**src/rtl/light_timer_fsm.sv**
```systemverilog
// light_timer_fsm: sensor-triggered lamp timer.
// A trigger (sticky 'passed' seen high outside REARM) re-arms the upstream
// sensor through a short REARM pulse on sens_reset, keeps the lamp on, then
// blinks it during a closing WARN phase before returning to IDLE.
// Optional feature: define MANUAL_OVERRIDE_EN to add the force_on input,
// which holds the lamp in ON with the timer reloaded every cycle.
module light_timer_fsm #(
  parameter int ON_CYCLES    = 1000,
  parameter int WARN_CYCLES  = 100,
  parameter int BLINK_CYCLES = 10,
  parameter int REARM_CYCLES = 2
) (
  input  logic       clk,
  input  logic       reset,
  input  logic       passed,
`ifdef MANUAL_OVERRIDE_EN
  input  logic       force_on,
`endif
  output logic       sens_reset,
  output logic       light_on,
  output logic       warn,
  output logic [7:0] event_cnt,
  output logic       busy
);

  localparam int TW = $clog2(ON_CYCLES + 1);
  localparam int RW = $clog2(REARM_CYCLES + 1);
  localparam int BW = $clog2(BLINK_CYCLES + 1);

  localparam logic [TW-1:0] LP_TMR_LOAD   = TW'(ON_CYCLES - 1);
  localparam logic [TW-1:0] LP_TMR_WARN   = TW'(WARN_CYCLES);
  localparam logic [TW-1:0] LP_TMR_ONE    = TW'(1);
  localparam logic [RW-1:0] LP_REARM_LOAD = RW'(REARM_CYCLES - 1);
  localparam logic [RW-1:0] LP_REARM_ONE  = RW'(1);
  localparam logic [BW-1:0] LP_BLINK_LOAD = BW'(BLINK_CYCLES - 1);
  localparam logic [BW-1:0] LP_BLINK_ONE  = BW'(1);

  typedef enum logic [1:0] {
    S_IDLE  = 2'd0,
    S_REARM = 2'd1,
    S_ON    = 2'd2,
    S_WARN  = 2'd3
  } state_t;

  // State and counters
  state_t          r_state;
  logic [TW-1:0]   r_timer;
  logic [RW-1:0]   r_rearm_cnt;
  logic [BW-1:0]   r_blink_cnt;
  logic            r_blink_ph;

  // Registered outputs
  logic            r_sens_reset;
  logic            r_light_on;
  logic            r_warn;
  logic            r_busy;
  logic [7:0]      r_event_cnt;

  // Next-state values
  state_t          w_state_nxt;
  logic [TW-1:0]   w_timer_nxt;
  logic [RW-1:0]   w_rearm_nxt;
  logic [BW-1:0]   w_blink_cnt_nxt;
  logic            w_blink_ph_nxt;
  logic [7:0]      w_event_cnt_nxt;
  logic            w_sens_reset_nxt;
  logic            w_light_on_nxt;
  logic            w_warn_nxt;
  logic            w_busy_nxt;

  logic            w_trigger;
  logic            w_force;

`ifdef MANUAL_OVERRIDE_EN
  assign w_force = force_on;
`else
  assign w_force = 1'b0;
`endif

  // passed is ignored while the upstream stage is still being cleared
  assign w_trigger = passed && (r_state != S_REARM);

  // Next-state, counter and output decode
  always_comb begin
    w_state_nxt     = r_state;
    w_timer_nxt     = r_timer;
    w_rearm_nxt     = r_rearm_cnt;
    w_blink_cnt_nxt = r_blink_cnt;
    w_blink_ph_nxt  = r_blink_ph;
    w_event_cnt_nxt = r_event_cnt;

    case (r_state)
      S_IDLE: begin
        w_timer_nxt = r_timer;
      end
      S_REARM: begin
        w_timer_nxt = r_timer - LP_TMR_ONE;
        if (r_rearm_cnt == '0) begin
          w_state_nxt = S_ON;
        end else begin
          w_rearm_nxt = r_rearm_cnt - LP_REARM_ONE;
        end
      end
      S_ON: begin
        w_timer_nxt = r_timer - LP_TMR_ONE;
        if (r_timer == LP_TMR_WARN) begin
          // Blink starts in the dark half of its period
          w_state_nxt     = S_WARN;
          w_blink_cnt_nxt = LP_BLINK_LOAD;
          w_blink_ph_nxt  = 1'b0;
        end
      end
      S_WARN: begin
        if (r_timer == '0) begin
          w_state_nxt = S_IDLE;
        end else begin
          w_timer_nxt = r_timer - LP_TMR_ONE;
          if (r_blink_cnt == '0) begin
            w_blink_cnt_nxt = LP_BLINK_LOAD;
            w_blink_ph_nxt  = ~r_blink_ph;
          end else begin
            w_blink_cnt_nxt = r_blink_cnt - LP_BLINK_ONE;
          end
        end
      end
      default: begin
        w_state_nxt = S_IDLE;
      end
    endcase

    // A trigger outranks expiry and override; the override never cuts a
    // REARM pulse short so the upstream stage is always fully cleared
    if (w_trigger) begin
      w_state_nxt = S_REARM;
      w_timer_nxt = LP_TMR_LOAD;
      w_rearm_nxt = LP_REARM_LOAD;
      if (r_event_cnt != 8'hFF) begin
        w_event_cnt_nxt = r_event_cnt + 8'd1;
      end
    end else if (w_force && (r_state != S_REARM)) begin
      w_state_nxt = S_ON;
      w_timer_nxt = LP_TMR_LOAD;
    end

    // Outputs decoded from the next state so they can be registered
    w_sens_reset_nxt = (w_state_nxt == S_REARM);
    w_warn_nxt       = (w_state_nxt == S_WARN);
    w_busy_nxt       = (w_state_nxt != S_IDLE);
    w_light_on_nxt   = (w_state_nxt == S_REARM) || (w_state_nxt == S_ON) ||
                       ((w_state_nxt == S_WARN) && w_blink_ph_nxt);
  end

  // State and output registers; reset holds the upstream sensor cleared
  always_ff @(posedge clk or negedge reset) begin
    if (!reset) begin
      r_state      <= S_IDLE;
      r_timer      <= '0;
      r_rearm_cnt  <= '0;
      r_blink_cnt  <= '0;
      r_blink_ph   <= 1'b0;
      r_event_cnt  <= 8'd0;
      r_sens_reset <= 1'b1;
      r_light_on   <= 1'b0;
      r_warn       <= 1'b0;
      r_busy       <= 1'b0;
    end else begin
      r_state      <= w_state_nxt;
      r_timer      <= w_timer_nxt;
      r_rearm_cnt  <= w_rearm_nxt;
      r_blink_cnt  <= w_blink_cnt_nxt;
      r_blink_ph   <= w_blink_ph_nxt;
      r_event_cnt  <= w_event_cnt_nxt;
      r_sens_reset <= w_sens_reset_nxt;
      r_light_on   <= w_light_on_nxt;
      r_warn       <= w_warn_nxt;
      r_busy       <= w_busy_nxt;
    end
  end

  assign sens_reset = r_sens_reset;
  assign light_on   = r_light_on;
  assign warn       = r_warn;
  assign busy       = r_busy;
  assign event_cnt  = r_event_cnt;

endmodule

```
**config.mk**
```make
export PLATFORM = sky130hd
export DESIGN_NAME = light_timer_fsm
export DESIGN_NICKNAME = d
export VERILOG_FILES = /design/src/rtl/light_timer_fsm.sv
export SDC_FILE = /design/constraint.sdc
export NUM_CORES = 1
export LEC_CHECK = 0
export ABC_AREA = 1
export ABC_CLOCK_PERIOD_IN_PS = 2200
export CORE_MARGIN = 2
export CORE_UTILIZATION = 57
export DETAILED_ROUTE_END_ITERATION = 7
export GPL_ROUTABILITY_DRIVEN = 0
export HOLD_SLACK_MARGIN = 0.08
export PLACE_DENSITY = 0.78
export SLEW_MARGIN = 5
export SYNTH_ARGS = -nofsm -noshare
export SYNTH_HDL_FRONTEND = slang
export SYNTH_SLANG_ARGS = --single-unit
export TNS_END_PERCENT = 100
```
**constraint.sdc**
```tcl
create_clock -name clk -period 2.2 [get_ports clk]
set_input_delay 0.66 -clock clk [delete_from_list [all_inputs] [get_ports clk]]
set_output_delay 0.66 -clock clk [all_outputs]
set_load 0.005 [all_outputs]
```
Word level (Yosys, flattened, before mapping)
Index checks and enable logic that the tools add are counted.

word-level totals
  memory bits (read-only) = 0
  register bits = 31
  bits in latches = 0
  memory bits (writable) = 0
  output and inout bits = 12
  input port bits = 3
  memories = 0
  word-level logic and storage cells = 64

cells by class
  divide/modulo/power cells = 0
  multipliers = 0
  reductions and logical operators = 16
  shifts and indexed selects = 0
  mux-type cells = 19
  bitwise gates (word level) = 1
  add/subtract/negate cells = 4
  $lt $le $gt $ge = 0
  equality and inequality tests = 14

operator list
  kind                                                                     number
  10-bit two-way mux                                                       2
  10-bit case mux with 2 select lines                                      1
  2-bit two-way mux                                                        7
  4-bit two-way mux                                                        3
  10-bit by 7-bit equality test with 1-bit output (second input constant)  1
  10-bit zero test                                                         1
  10-bit by 1-bit subtractor with 10-bit output (second input constant)    1
  8-bit by 1-bit adder with 8-bit output (second input constant)           1
  2-bit equality test (second input constant)                              4
  2-bit inequality test (second input constant)                            4
  8-bit inequality test (second input constant)                            1
  4-bit case mux with 2 select lines                                       1
  2-bit case mux with 3 select lines                                       1
  2-bit AND reduction                                                      3
  2-bit nonzero test                                                       3
  2-bit by 1-bit equality test with 1-bit output (second input constant)   2
  2-bit zero test                                                          2
  4-bit zero test                                                          1
  4-bit by 1-bit subtractor with 4-bit output (second input constant)      1
  1-bit two-way mux                                                        3
  3-bit inequality test (second input constant)                            1
  3-bit AND reduction                                                      1
  1-bit logical AND                                                        2
  1-bit logical OR                                                         2
  5 further kinds                                                          5

Logic depth before layout (Yosys ltp)
  depth in word-level cells = 7
  gate-level depth with buffers = 12
  depth with buffers taken out = 12

Least setup slack after synthesis
Ideal clock, no wire load.

  path type = register -> register
  start = reg r_timer[0]
  end = reg r_light_on, in the netlist light_on
  arrival time = 1.578 ns
  stages on the path, launching flop included = 13
  path slack = 0.506 ns
  data required time = 2.084 ns
  setup time = 0.116 ns
  cell sequence = dfrtp_1 > inv_1 > ha_1 > nand2_1 > nor2_1 > nand2_2 > nand2_1 > nand2_2 > nor2_1 > inv_1 > ha_1 > nand2_1 > nand2_1

on the way
  cells in the longest elaborated chain, start to end = 7
  elaborated cells between the ends (all ways) = 15
  those cells by class = eq/ne: 4; mux: 7; reduce/logical: 4

ends and longest elaborated chain
  item                                                                                        RTL line  text
  start, declared                                                                             47        logic [TW-1:0] r_timer;
  start signal, assigned                                                                      168       r_timer <= w_timer_nxt;
  10-bit by 7-bit equality test with 1-bit output / 10-bit zero test (equally long branches)  106, 114
  2-bit two-way mux, on equally long branches                                                 106, 114
  2-bit case mux with 3 select lines *                                                        92        case (r_state)
  2-bit two-way mux *                                                                         133       if (w_trigger) begin
  named net w_state_nxt[0]                                                                    60        state_t w_state_nxt;
  2-bit equality test *                                                                       -
  named net w_warn_nxt                                                                        68        logic w_warn_nxt;
  1-bit logical AND *                                                                         150       ((w_state_nxt == S_WARN) && w_blink_ph_nxt);
  1-bit logical OR *                                                                          149       w_light_on_nxt = (w_state_nxt == S_REARM) || (w_state_nxt == S_ON) ||
  named net w_light_on_nxt                                                                    67        logic w_light_on_nxt;
  end signal, assigned                                                                        174       r_light_on <= w_light_on_nxt;
  end, declared                                                                               54        logic r_light_on;

Mark *: on every way through the listed nets, which the timed path passes. The rest lies on a longest branch.
A chain may end at the register's enable or synchronous reset.

Final worst setup path
  start = reg r_sens_reset, in the netlist sens_reset
  end = out sens_reset

RTL lines
  item                    RTL line  text
  start, declared         53        logic r_sens_reset;
  start signal, assigned  173       r_sens_reset <= w_sens_reset_nxt;
  end, declared           19        output logic sens_reset,

No word-level cell between the ends.

==> flow_metrics.tcl <==
set metrics [dict create \
    crit_buf_inv 1 \
    clockBufferDepth 2 \
    routed-via-count 1435 \
    num_rows 20 \
    worstSkewPairLatency_ns 0.33 \
    dieArea_um2 3500 \
    worst_pin_slew_ns 0.385 \
    synth-seq-cells 31 \
    clk_pin_slew_ns 0.09 \
    die_y_um 59.2 \
    avgSynthCellArea_um2 7.65 \
    period_minus_slack_ns 1.99 \
    drc 0 \
    crit_family "flip-flops" \
    r2r_start "r_timer[0]$_DFFE_PN0P_" \
    io_pins 15 \
    grt.total_usage_pct 21.6 \
    crit_chain "clkdlybuf4s50_1" \
    syn_to_final_growth_pct 14.1 \
    io_buffer_count 14 \
    grt_max_degree 32 \
    grt_pass1_vias 1343 \
    dr.pass1.iters 5 \
    synth_xor_area_share_pct 4.03 \
    cts_resized 0 \
    synth_area_um2 1740 \
    sw_frac_of_total_pct 42.9 \
    fin_total_pwr_mw 2.50 \
    hold_buffers 0 \
    power_switching_mw 1.07 \
    drt-vias-per-instance 5.05 \
    rsz0062_at_grt "false" \
    worst_setup_path_end_kind "output port" \
    rrSetupSlack_ns 0.28 \
    synthSimpleGateAreaFrac_pct 33.2 \
    synth_compound_area_share_pct 4.18 \
    relSlewSlack_pct 74.3 \
    synthCells 227 \
    cts_max_level 2 \
    pwr-share-comb_pct 47.8 \
    r2r-end "light_on$_DFF_PN0_" \
    min_delay_path_depth 2 \
    core-area_um2 2980 \
    clock-root-buffer "clkbuf_4" \
    hold_violations 0 \
    yosysTopAreaCell "dfrtp_1" \
    required_ns 1.54 \
    fin_util_pct 66.6 \
    grt_pass1_wl_mm 5.62 \
    peakVddDrop_uv 647 \
    cts_setup_buffers 0 \
    pre_cts_ws_ns 0.181 \
    crit_path_start_kind "flop" \
    seqPwrFrac_pct 39.5 \
    grt_antenna_before_repair 0 \
    cts.sinks 31 \
    synth_top_area_share_pct 43.2 \
    p_per_area_nw_per_um2 1260 \
    drt_wl_total_mm 3.22 \
    path_class "flop to output port" \
    routedWlPerCell_um 11.3 \
    final_max_slew_viol_count 0 \
    antenna_left 0 \
    clkPwrFrac_pct 12.7 \
    setup_viol 0 \
    slowest_stage "dfstp_2" \
    synth_top_family_by_area "simple AND/OR/NAND/NOR gates" \
    p_int_mw 1.43 \
    p_leak_nw 1.03 \
    min_from "r_blink_cnt[3]$_DFFE_PN0P_" \
    synthTopCellsByArea "dfrtp_1 43%, nand2_1 15%, nand3_1 8.9%" \
    drive_gt1_share_pct 8.37 \
    fin_crit_sh_pct 90.4 \
    diodes 0 \
    tns_ns 0 \
    die_width_um 59.2 \
    fmax_mhz 503 \
    crit_fanout 1 \
    syn_nets 238 \
    hp-class "flop to flop" \
    muxShareOfSynthArea_pct 0 \
    synth_adder_area_share_pct 5.76 \
    status "finished clean" \
    ys_warn_count 0 \
    arrival_ns 1.33 \
    yosysSeqAreaShare_pct 44.7 \
    final_nets 261 \
    cts_tree "yes" \
    initial_core_util_pct 58.3 \
    ys_types 21 \
    holdWs_ns 0.493 \
    r2r.worst_path.cells 12 \
    finClkSkew_ns 0.00633 \
    maxCapViolations 0 \
    worst_hold_path.endpoint "r_blink_cnt[3]$_DFFE_PN0P_" \
    cts_made_buffers 5 \
    setup_slack_ns 0.212 \
    hpwl_mm 2.39 \
    fill_cells 255 \
    drt-initial-drc-count 59 \
    grt_overflow 0 \
    cpPeakStageDelay_ns 0.52 \
    multi_input_area_um2 820 \
    seq_area_um2 777 \
]
[worst max path at each step]
stage | cells after the start | startpoint | end | slack (ns)
finish | 1 | sens_reset$_DFF_PN1_ | sens_reset | 0.21
global route | 12 | r_timer[0]$_DFFE_PN0P_ | light_on$_DFF_PN0_ | 0.02
CTS | 1 | sens_reset$_DFF_PN1_ | sens_reset | 0.20
detailed placement | 8 | passed | light_on$_DFF_PN0_ | 0.18
global placement | 8 | passed | light_on$_DFF_PN0_ | 0.19
floorplan | 12 | r_timer[0]$_DFFE_PN0P_ | light_on$_DFF_PN0_ | 0.51
[power by group through the flow]
stage                     logic, mW  clock network, mW  registers [mW]
final                          1.20              0.317           0.987
after detailed placement       1.20                  0           0.997
after floorplan               0.850                  0           0.965
after CTS                      1.21              0.329           0.986
after global placement         1.18                  0           0.986
after global routing           1.40              0.351            1.02
[layer usage]
metal | GRT usage, % | routed length [um]
met5 | 0 | 0
met4 | 11.4 | 72
met2 | 37.5 | 1550
met3 | 4.15 | 92
met1 | 25.1 | 1500
[sequential cells by signal (all words and copies together) (netlist names)]
signal,cells
event_cnt,8
r_rearm_cnt,2
busy,1
light_on,1
r_timer,10
r_blink_ph,1
r_blink_cnt,4
r_state,2
warn,1
sens_reset,1
[cell usage after synthesis]
cell type / count
ha_1: 8
dfstp_2: 1
o21ai_4: 1
nor2_1: 18
buf_6: 1
o21ai_0: 9
nand3b_1: 2
o22ai_1: 1
inv_1: 31
nor2_4: 1
nand4_1: 2
nor3_1: 3
a21oi_1: 1
xor2_1: 4
buf_2: 1
nand3_1: 31
nand2_1: 70
nand2_2: 6
xnor2_1: 4
dfrtp_1: 30
inv_2: 2
[cell type report]
cell class | count | share of cell area (%)
multi-input combinational | 161 | 41.4
sequential | 31 | 39.2
timing repair buffer | 18 | 8.59
inverter | 33 | 6.25
clock buffer | 7 | 2.27
tap | 33 | 2.08
clock inverter | 1 | 0.253
[through the flow]
| step | instances | instance area, um^2 |
|---|---|---|
| after floorplan | 227 | 1740 |
| after global placement | 276 | 1930 |
| after detailed placement | 276 | 1930 |
| after CTS | 284 | 1980 |
| after global routing | 284 | 1980 |
| final | 284 | 1980 |
[layout by cell type, fill, tap and decap left out]
cell type,Yosys,final
dfrtp_1,30,30
nor2_4,1,1
o21ai_0,9,9
xnor2_1,4,4
a21oi_1,1,1
nand3b_1,2,2
nor2_1,18,18
o21ai_4,1,1
o22ai_1,1,1
inv_1,31,31
inv_2,2,2
dfstp_2,1,1
nand2_1,70,70
clkinv_2,0,1
ha_1,8,8
clkbuf_4,0,5
clkdlybuf4s50_1,0,14
nor3_1,3,3
nand3_1,31,31
clkbuf_1,0,2
xor2_1,4,4
nand2_2,6,6
buf_4,0,4
nand4_1,2,2
[cell families (layout without fill, tap and decap cells)]
group                      count (synthesis)  after routing
adders and majority gates                  8              8
DFF                                       31             31
AOI/OAI and AO/OA                         12             12
xor gates and xnor gates                   8              8
and+or+nand+nor                          133            133
buffers and inverters                     35             59
Note: power is estimated with default switching activity, not from simulation.
